**src/rtl/iq_demod_pkg.sv**
```systemverilog
// Shared types and elaboration-time helpers for the multi-channel IQ demodulator.
package iq_demod_pkg;

  // Wide enough for the largest supported carrier LUT (64 entries).
  localparam int unsigned MaxPhaseBits = 6;
  typedef logic [MaxPhaseBits-1:0] phase_t;

  localparam real Pi = 3.14159265358979323846;

  // Carrier coefficient k of a depth-entry table: cos when is_msin=0, -sin otherwise.
  // Values at or below -Cmax map to the full negative code.
  function automatic int coeff_val(int k, int depth, int coeff_bits, bit is_msin);
    real cmax;
    real ang;
    real r;
    int  v;
    cmax = real'((1 << (coeff_bits - 1)) - 1);
    ang  = 2.0 * Pi * real'(k) / real'(depth);
    r    = is_msin ? -cmax * $sin(ang) : cmax * $cos(ang);
    v    = (r >= 0.0) ? $rtoi(r + 0.5) : -$rtoi(0.5 - r);
    if (v <= -((1 << (coeff_bits - 1)) - 1)) begin
      v = -(1 << (coeff_bits - 1));
    end
    return v;
  endfunction

  // Round half up by 2^sh, then clamp to a signed out_bits range.
  function automatic longint round_sat(longint p, int unsigned sh, int unsigned out_bits);
    longint r;
    longint hi;
    longint lo;
    r  = (p + (longint'(1) <<< (sh - 1))) >>> sh;
    hi = (longint'(1) <<< (out_bits - 1)) - 1;
    lo = -hi - 1;
    if (r > hi) begin
      r = hi;
    end else if (r < lo) begin
      r = lo;
    end
    return r;
  endfunction

endpackage

```
**src/rtl/iq_demod_channel_dp.sv**
```systemverilog
// One channel of the demodulator datapath: S1 multiply by the carrier, S2 round/saturate.
module iq_demod_channel_dp
  import iq_demod_pkg::*;
#(
  parameter int unsigned DataBits  = 10,
  parameter int unsigned CoeffBits = 16,
  parameter int unsigned OutBits   = 10
) (
  input  logic                        clk_i,
  input  logic                        rst_ni,
  input  logic                        en_i,
  input  logic signed [DataBits-1:0]  x_i,
  input  logic signed [CoeffBits-1:0] cos_i,
  input  logic signed [CoeffBits-1:0] msin_i,
  output logic signed [OutBits-1:0]   i_o,
  output logic signed [OutBits-1:0]   q_o
);

  localparam int unsigned ProdBits = DataBits + CoeffBits;
  localparam int unsigned Sh       = ProdBits - 1 - OutBits;

  logic signed [ProdBits-1:0] prod_i_d, prod_i_q;
  logic signed [ProdBits-1:0] prod_q_d, prod_q_q;
  logic signed [OutBits-1:0]  i_d, i_q;
  logic signed [OutBits-1:0]  q_d, q_q;

  always_comb begin
    prod_i_d = ProdBits'(x_i) * ProdBits'(cos_i);
    prod_q_d = ProdBits'(x_i) * ProdBits'(msin_i);
    i_d      = OutBits'(round_sat(longint'(prod_i_q), Sh, OutBits));
    q_d      = OutBits'(round_sat(longint'(prod_q_q), Sh, OutBits));
  end

  always_ff @(posedge clk_i or negedge rst_ni) begin
    if (!rst_ni) begin
      prod_i_q <= '0;
      prod_q_q <= '0;
      i_q      <= '0;
      q_q      <= '0;
    end else if (en_i) begin
      prod_i_q <= prod_i_d;
      prod_q_q <= prod_q_d;
      i_q      <= i_d;
      q_q      <= q_d;
    end
  end

  assign i_o = i_q;
  assign q_o = q_q;

endmodule

```
**src/rtl/iq_demodulator_mc.sv**
```systemverilog
// Multi-channel RF->IQ demodulator: shared carrier phase and LUT, per-channel 2-stage datapath.
module iq_demodulator_mc
  import iq_demod_pkg::*;
#(
  parameter int unsigned NumChannels = 4,
  parameter int unsigned DataBits    = 10,
  parameter int unsigned CoeffBits   = 16,
  parameter int unsigned LutDepth    = 4,
  parameter int unsigned OutBits     = 10,
  localparam int unsigned PhBits     = $clog2(LutDepth)
) (
  input  logic                           clk_i,
  input  logic                           rst_ni,
  input  logic                           valid_i,
  output logic                           ready_o,
  input  logic [NumChannels*DataBits-1:0] data_i,
  input  logic                           sync_i,
  input  logic                           last_i,
  input  logic [PhBits-1:0]              phase_offset_i,
  output logic                           valid_o,
  input  logic                           ready_i,
  output logic [NumChannels*OutBits-1:0] i_data_o,
  output logic [NumChannels*OutBits-1:0] q_data_o,
  output logic                           last_o
);

  logic signed [CoeffBits-1:0] cos_lut  [LutDepth];
  logic signed [CoeffBits-1:0] msin_lut [LutDepth];

  for (genvar k = 0; k < LutDepth; k++) begin : g_lut
    localparam int CosVal  = coeff_val(k, LutDepth, CoeffBits, 1'b0);
    localparam int MsinVal = coeff_val(k, LutDepth, CoeffBits, 1'b1);
    assign cos_lut[k]  = CoeffBits'(CosVal);
    assign msin_lut[k] = CoeffBits'(MsinVal);
  end

  logic   en, accept;
  logic   s1_valid_q, s1_last_q, valid_q, last_q;
  phase_t phase_q, phase_d, off_eff, cur_phase;
  logic signed [CoeffBits-1:0] coef_cos, coef_msin;

  // The whole pipeline moves together; a stalled output freezes every stage.
  assign en      = !valid_q || ready_i;
  assign ready_o = en;
  assign accept  = valid_i && en;

  always_comb begin
    off_eff = phase_t'(phase_offset_i);
    if (32'(off_eff) >= LutDepth) begin
      off_eff = '0;
    end
    cur_phase = sync_i ? off_eff : phase_q;
    phase_d   = phase_q;
    if (accept) begin
      phase_d = (32'(cur_phase) == LutDepth - 1) ? '0 : cur_phase + phase_t'(1);
    end
    coef_cos  = cos_lut[cur_phase[PhBits-1:0]];
    coef_msin = msin_lut[cur_phase[PhBits-1:0]];
  end

  always_ff @(posedge clk_i or negedge rst_ni) begin
    if (!rst_ni) begin
      phase_q    <= '0;
      s1_valid_q <= 1'b0;
      s1_last_q  <= 1'b0;
      valid_q    <= 1'b0;
      last_q     <= 1'b0;
    end else begin
      phase_q <= phase_d;
      if (en) begin
        s1_valid_q <= valid_i;
        s1_last_q  <= last_i;
        valid_q    <= s1_valid_q;
        last_q     <= s1_last_q;
      end
    end
  end

  assign valid_o = valid_q;
  assign last_o  = last_q;

  for (genvar c = 0; c < NumChannels; c++) begin : g_ch
    iq_demod_channel_dp #(
      .DataBits (DataBits),
      .CoeffBits(CoeffBits),
      .OutBits  (OutBits)
    ) u_dp (
      .clk_i (clk_i),
      .rst_ni(rst_ni),
      .en_i  (en),
      .x_i   (data_i[c*DataBits +: DataBits]),
      .cos_i (coef_cos),
      .msin_i(coef_msin),
      .i_o   (i_data_o[c*OutBits +: OutBits]),
      .q_o   (q_data_o[c*OutBits +: OutBits])
    );
  end

endmodule

```
**config.mk**
```make
export PLATFORM = sky130hd
export DESIGN_NAME = iq_demodulator_mc
export DESIGN_NICKNAME = d
export VERILOG_FILES = /design/src/rtl/iq_demod_pkg.sv /design/src/rtl/iq_demod_channel_dp.sv /design/src/rtl/iq_demodulator_mc.sv
export SDC_FILE = /design/constraint.sdc
export NUM_CORES = 2
export LEC_CHECK = 0
export ABC_AREA = 1
export BUFFER_PORTS_ARGS = -buffer_cell sky130_fd_sc_hd__buf_2
export CORE_MARGIN = 2
export CORE_UTILIZATION = 50
export CTS_BUF_LIST = sky130_fd_sc_hd__clkbuf_16
export DETAILED_ROUTE_END_ITERATION = 8
export PLACE_DENSITY_LB_ADDON = 0.3
export SETUP_SLACK_MARGIN = 0.05
export SKIP_CTS_REPAIR_TIMING = 1
export SYNTH_ARGS = -nofsm -noshare
export SYNTH_HDL_FRONTEND = slang
export SYNTH_HIERARCHICAL = 1
export SYNTH_SLANG_ARGS = --single-unit
```
**constraint.sdc**
```tcl
create_clock -name clk_i -period 12.77 [get_ports clk_i]
set_clock_uncertainty 0.15 [all_clocks]
set_input_delay 1.277 -clock clk_i [delete_from_list [all_inputs] [get_ports clk_i]]
set_output_delay 1.277 -clock clk_i [all_outputs]
set_load 0.005 [all_outputs]
```
# Word-level counts from Yosys, hierarchy flattened
# Cells that the tools add are included.
[word_totals]
elab_cells = 84
mem_bits_ro = 0
reg_bits = 298
latch_bits = 0
ram_bits = 0
memories = 0
[classes]
n_mul = 8
mux = 24
n_eq_ne = 1
add_sub_neg = 9
div = 0
n_reduce_logical = 3
shifts = 0
bitwise_logic = 1
n_lt_le_gt_ge = 17
[ops]
columns = ["operator", "n"]
rows = [
  ["$add 26x16->27 const B", 8],
  ["$mul 10x16->26", 8],
  ["$mux 10", 16],
  ["$gt 12x10->1 const B", 8],
  ["$lt 12x10->1 const B", 8],
  ["$bmux 16 s2", 2],
  ["$mux 16", 4],
  ["$mux 6", 2],
  ["$add 6x1->6 const B", 1],
  ["$eq 6x2->1 const B", 1],
  ["$ge 3x3->1 const B", 1],
  ["$not 2->3", 1],
  ["$logic_and 1x1->1", 1],
  ["$logic_not 1->1", 1],
  ["$logic_or 1x1->1", 1],
]

# Logic depth before layout (Yosys ltp)
[depth]
depth_word = 6
depth_mapped = 31

# Hierarchy
# Netlist, hierarchy kept.
[modules_own_cells]
columns = ["mod", "seq_area_each_um2", "area_per_inst_um2", "instances", "cells_per_inst"]
rows = [
  ["iq_demod_channel_dp at g_ch[2].u_dp", 1101.1, 14873.0, 1, 2056],
  ["iq_demod_channel_dp at g_ch[3].u_dp", 1101.1, 14845.5, 1, 2037],
  ["iq_demod_channel_dp at g_ch[0].u_dp", 1101.1, 14794.2, 1, 2043],
  ["iq_demod_channel_dp at g_ch[1].u_dp", 1101.1, 14777.9, 1, 2021],
  ["iq_demodulator_mc", 250.2, 573.0, 1, 72],
]

# Worst setup path before layout
# No wires, ideal clock.
[synth_timing]
kind = "input port to flip-flop"
from = "in sync_i"
to = "reg g_ch[0].u_dp.prod_q_q[19]"
slack_ns = 5.458
path_stages = 26
arrival_time_ns = 7.044
path_cell_list = "inv_2 -> or2_1 -> o21ai_0 -> inv_1 -> ha_1 -> clkbuf_1 -> nand2_1 -> fa_1 -> inv_1 -> fa_1 -> fa_1 -> fa_1 -> inv_1 -> fa_1 -> inv_1 -> ha_1 -> nand2_1 -> nor2_1 -> nor3b_1 -> nand2_1 -> nand2_1 -> nand2_1 -> nand2_1 -> nand2_1 -> nand3_1 -> nand2_1"
[synth_between]
elab_chain_len = 6
[synth_lines]
columns = ["item", "line", "source"]
rows = [
  ["from (decl)", "iq_demodulator_mc.sv:17", "input logic sync_i,"],
  ["$mux 6", "iq_demodulator_mc.sv:52", "cur_phase = sync_i ? off_eff : phase_q;"],
  ["$not 2->3 (not written as such)", "iq_demodulator_mc.sv:58", "coef_msin = msin_lut[cur_phase[PhBits-1:0]];"],
  ["$bmux 16 s2", "iq_demodulator_mc.sv:58", ""],
  ["$mux 16 (not written as such) (2 in a row)", "iq_demodulator_mc.sv:58", ""],
  ["named net coef_msin[0]", "iq_demodulator_mc.sv:40", "logic signed [CoeffBits-1:0] coef_cos, coef_msin;"],
  ["$mul 10x16->26", "iq_demod_channel_dp.sv:29", "prod_q_d = ProdBits'(x_i) * ProdBits'(msin_i);"],
  ["to (signal assigned)", "iq_demod_channel_dp.sv:42", "prod_q_q <= prod_q_d;"],
  ["to (decl)", "iq_demod_channel_dp.sv:23", "logic signed [ProdBits-1:0] prod_q_d, prod_q_q;"],
]
# The timed path passes the listed nets, and every way through them passes these cells. The select of a mux whose other input is x is not followed.
# A chain may end at the register's enable or synchronous reset.

# Worst setup path after layout
[layout_timing]
from = "in sync_i"
to = "reg g_ch[2].u_dp.prod_q_q[19]"
[layout_between]
elab_chain_len = 6
[layout_lines]
columns = ["item", "line"]
rows = [
  ["$mux 6", "iq_demodulator_mc.sv:52"],
  ["$not 2->3 (not written as such)", "iq_demodulator_mc.sv:58"],
  ["$bmux 16 s2", "iq_demodulator_mc.sv:58"],
  ["$mux 16 (not written as such) (2 in a row)", "iq_demodulator_mc.sv:58"],
  ["named net coef_msin[0]", "iq_demodulator_mc.sv:40"],
  ["$mul 10x16->26", "iq_demod_channel_dp.sv:29"],
  ["to (signal assigned)", "iq_demod_channel_dp.sv:42"],
  ["to (decl)", "iq_demod_channel_dp.sv:23"],
]
# The timed path passes the listed nets, and every way through them passes these cells. The select of a mux whose other input is x is not followed.

==> flow_metrics.env <==
export IMPL_cts_sinks=186
export IMPL_dr_wl_met2_microns=61900
export IMPL_hpwl_microns=104000
export IMPL_drc=0
export IMPL_final_cell_mix="nand2_1 (2371), inv_1 (2331), fa_1 (1104)"
export IMPL_r2r_slack_ns=5.17
export IMPL_critPathArrivalTime_ns=8.57
export IMPL_cts_tree="yes"
export IMPL_r2r_start="phase_q[1]"
export IMPL_hold_viol=0
export IMPL_cp_end_kind="register"
export IMPL_cts_buffers=17
export IMPL_wl_per_cell_microns=13.17
export IMPL_overflow=0
export IMPL_dieArea_sq_mm=0.1225
export IMPL_start_kind="input port"
export IMPL_fin_util_pct=52.60
export IMPL_yosysWarnings=6
export IMPL_startpoint="sync_i"
export IMPL_relSlewSlack_pct=23.83
export IMPL_crit_type="in2reg"
export IMPL_syn_nets=9857
export IMPL_routed_wl_microns=128200
export IMPL_first_global_vias=48740
export IMPL_ios=131
export IMPL_ys_seq_elements=186
export IMPL_maxCapViolations=0
export IMPL_core_area_sq_mm=0.1184
export IMPL_port_buffers=130
export IMPL_cp_data_required_time_ns=13.04
export IMPL_grt_start_max_net_pins=193
export IMPL_synth_seq_area_share_pct=7.775
export IMPL_drive_gt1_share_pct=4.252
export IMPL_rsz0062_at_grt="false"
export IMPL_final_setup_worst_slack_ns=4.476
export IMPL_syn_inst=8229
export IMPL_max_freq_mhz=120.6
export IMPL_wirelength_met1_microns=60530
export IMPL_r2r_end="g_ch[2].u_dp/prod_q_q[19]"
export IMPL_worstRegToRegCells=25
export IMPL_finalSetupTns_ns=0
export IMPL_initial_utilization_pct=50.56
export IMPL_setup_violations=0
export IMPL_row_count=126
export IMPL_syn_to_final_growth_pct=4.026
export IMPL_die_w_microns=350.0
export IMPL_synthDistinctLibCells=56
export IMPL_fill_cells=11540
export IMPL_path_clk_slew_ns=0.08
export IMPL_dr_wl_met3_microns=4580
export IMPL_crit_fanout=95
export IMPL_grt_total_usage_pct=22.31
export IMPL_top_layer="met4"
export IMPL_cts_max_level=4
export IMPL_globalplace_congestion=0.8913
export IMPL_async_flop_share_pct=100.0
export IMPL_synth_edf_count=0
export IMPL_status="completed"
export IMPL_grt_pass1_wl_microns=227900
export IMPL_vias=47190
export IMPL_fin_crit_ns=8.294
export IMPL_ant_nets=0
export IMPL_cts_buffer_depth=2
export IMPL_max_slew_worst_pin_slew_ns=1.141
export IMPL_dpl_worst_slack_ns=3.953
export IMPL_timing_final_crit_share_pct=64.95
export IMPL_slew_viol_final=0
export IMPL_nets=9753
export IMPL_antenna_cells=0
export IMPL_viasPerCell=4.845
export IMPL_dr_pass1_iters=6
export IMPL_final_common_cell="nand2_1"
export IMPL_root_buffer="clkbuf_16"
export IMPL_avgSynthCellArea_sq_um=7.275
export IMPL_ys_flop_type="dfrtp_1"
export IMPL_drtIter0Drc=2529
export IMPL_hp_class="reg2reg"
export IMPL_clk_latency_ns=0.53
export IMPL_die_y_microns=350.0
export IMPL_syn_area_sq_mm=0.05986
export IMPL_antenna_found_initial=0
export IMPL_crit_end="g_ch[2].u_dp/prod_q_q[19]"
[routing by layer]
layer / track usage (%) / vias to the layer above
li1: - / 23430
met1: 30.96 / 23050
met2: 38.45 / 633
met3: 2.062 / 78
met4: 3.932 / 0
met5: 0 / -
[area by class of cell]
class	count	area, sq um	share of cell area [%]
Inverter	2352	8836	14.19
Sequential cell	186	4654	7.474
Clock inverter	15	163.9	0.2632
Tap cell	1600	2002	3.215
Timing Repair Buffer	159	914.6	1.469
Clock buffer	17	425.4	0.6831
Multi-Input combinational cell	5409	45280	72.71
[cells by family (layout without fill, tap and decap cells)]
| group | count (synthesis) | in the layout | synth area share [%] |
|---|---|---|---|
| buffers and inverters | 2634 | 2543 | 16.64 |
| and+or+nand+nor | 3250 | 3250 | 22.47 |
| xor gates and xnor gates | 146 | 146 | 2.136 |
| adders and majority gates | 1580 | 1580 | 46.87 |
| DFF | 186 | 186 | 7.775 |
| AOI/OAI and AO/OA | 433 | 433 | 4.107 |
[synthesized netlist by cell type (22+ instances only)]
cell type | count | area, sq um
buf_1 | 25 | 93.84
nor2_1 | 364 | 1366
fa_1 | 1104 | 22100
inv_1 | 2331 | 8750
nor3_1 | 41 | 205.2
nand4_1 | 86 | 538.0
nand2_2 | 27 | 168.9
nand2_1 | 2371 | 8900
a21oi_2 | 23 | 201.4
o21ai_0 | 133 | 665.6
dfrtp_1 | 186 | 4654
a21oi_1 | 203 | 1016
ha_1 | 476 | 5956
o21bai_1 | 22 | 165.2
clkbuf_1 | 234 | 878.3
xnor2_1 | 61 | 534.3
nand3_1 | 236 | 1181
xor2_1 | 85 | 744.5
[through the flow]
stage / hold WS [ns] / cells / area [sq um]
2_1_floorplan: 0.2698 / 8229 / 59860
3_3_place_gp: 0.2855 / 9706 / 61680
3_5_place_dp: 0.2895 / 9706 / 61680
4_1_cts: 0.3105 / 9738 / 62270
5_1_grt: 0.3381 / 9738 / 62270
6_report: 0.3069 / 9738 / 62270
[critical path, stage by stage]
cell	delay [ns]
buf_2	0.12
inv_2	0.12
or2_1	0.11
o21ai_0	0.19
inv_1	0.19
ha_4	0.71
buf_4	0.63
buf_4	0.76
nand2_1	0.18
fa_1	0.54
fa_1	0.53
inv_1	0.06
fa_1	0.45
fa_1	0.52
inv_1	0.05
fa_1	0.47
inv_1	0.04
ha_1	0.36
nand2_1	0.11
nor2_1	0.19
nor3b_1	0.34
nand2_1	0.10
nand2_1	0.11
nand2_1	0.09
nand2_1	0.06
nand2_1	0.04
nand3_1	0.07
nand2_1	0.05
[flip-flops by register name, summed over array words and instances, names as in the netlist]
register	flops
g_ch.u_dp/i_o	40
g_ch.u_dp/prod_i_q	48
g_ch.u_dp/prod_q_q	48
g_ch.u_dp/q_o	40
last_o	1
phase_q	6
s1_last_q	1
s1_valid_q	1
valid_o	1
[worst min path at each step]
stage / from / to / slack [ns] / depth (start not counted)
6_report: s1_valid_q / valid_o / 0.31 / 2
5_1_grt: s1_valid_q / valid_o / 0.34 / 2
4_1_cts: s1_valid_q / valid_o / 0.31 / 2
3_5_place_dp: s1_valid_q / valid_o / 0.29 / 2
3_3_place_gp: s1_valid_q / valid_o / 0.29 / 2
2_1_floorplan: s1_valid_q / valid_o / 0.27 / 2
Power is not shown: default switching activity piles up to over one toggle a cycle in this logic, so the estimate is an artifact.
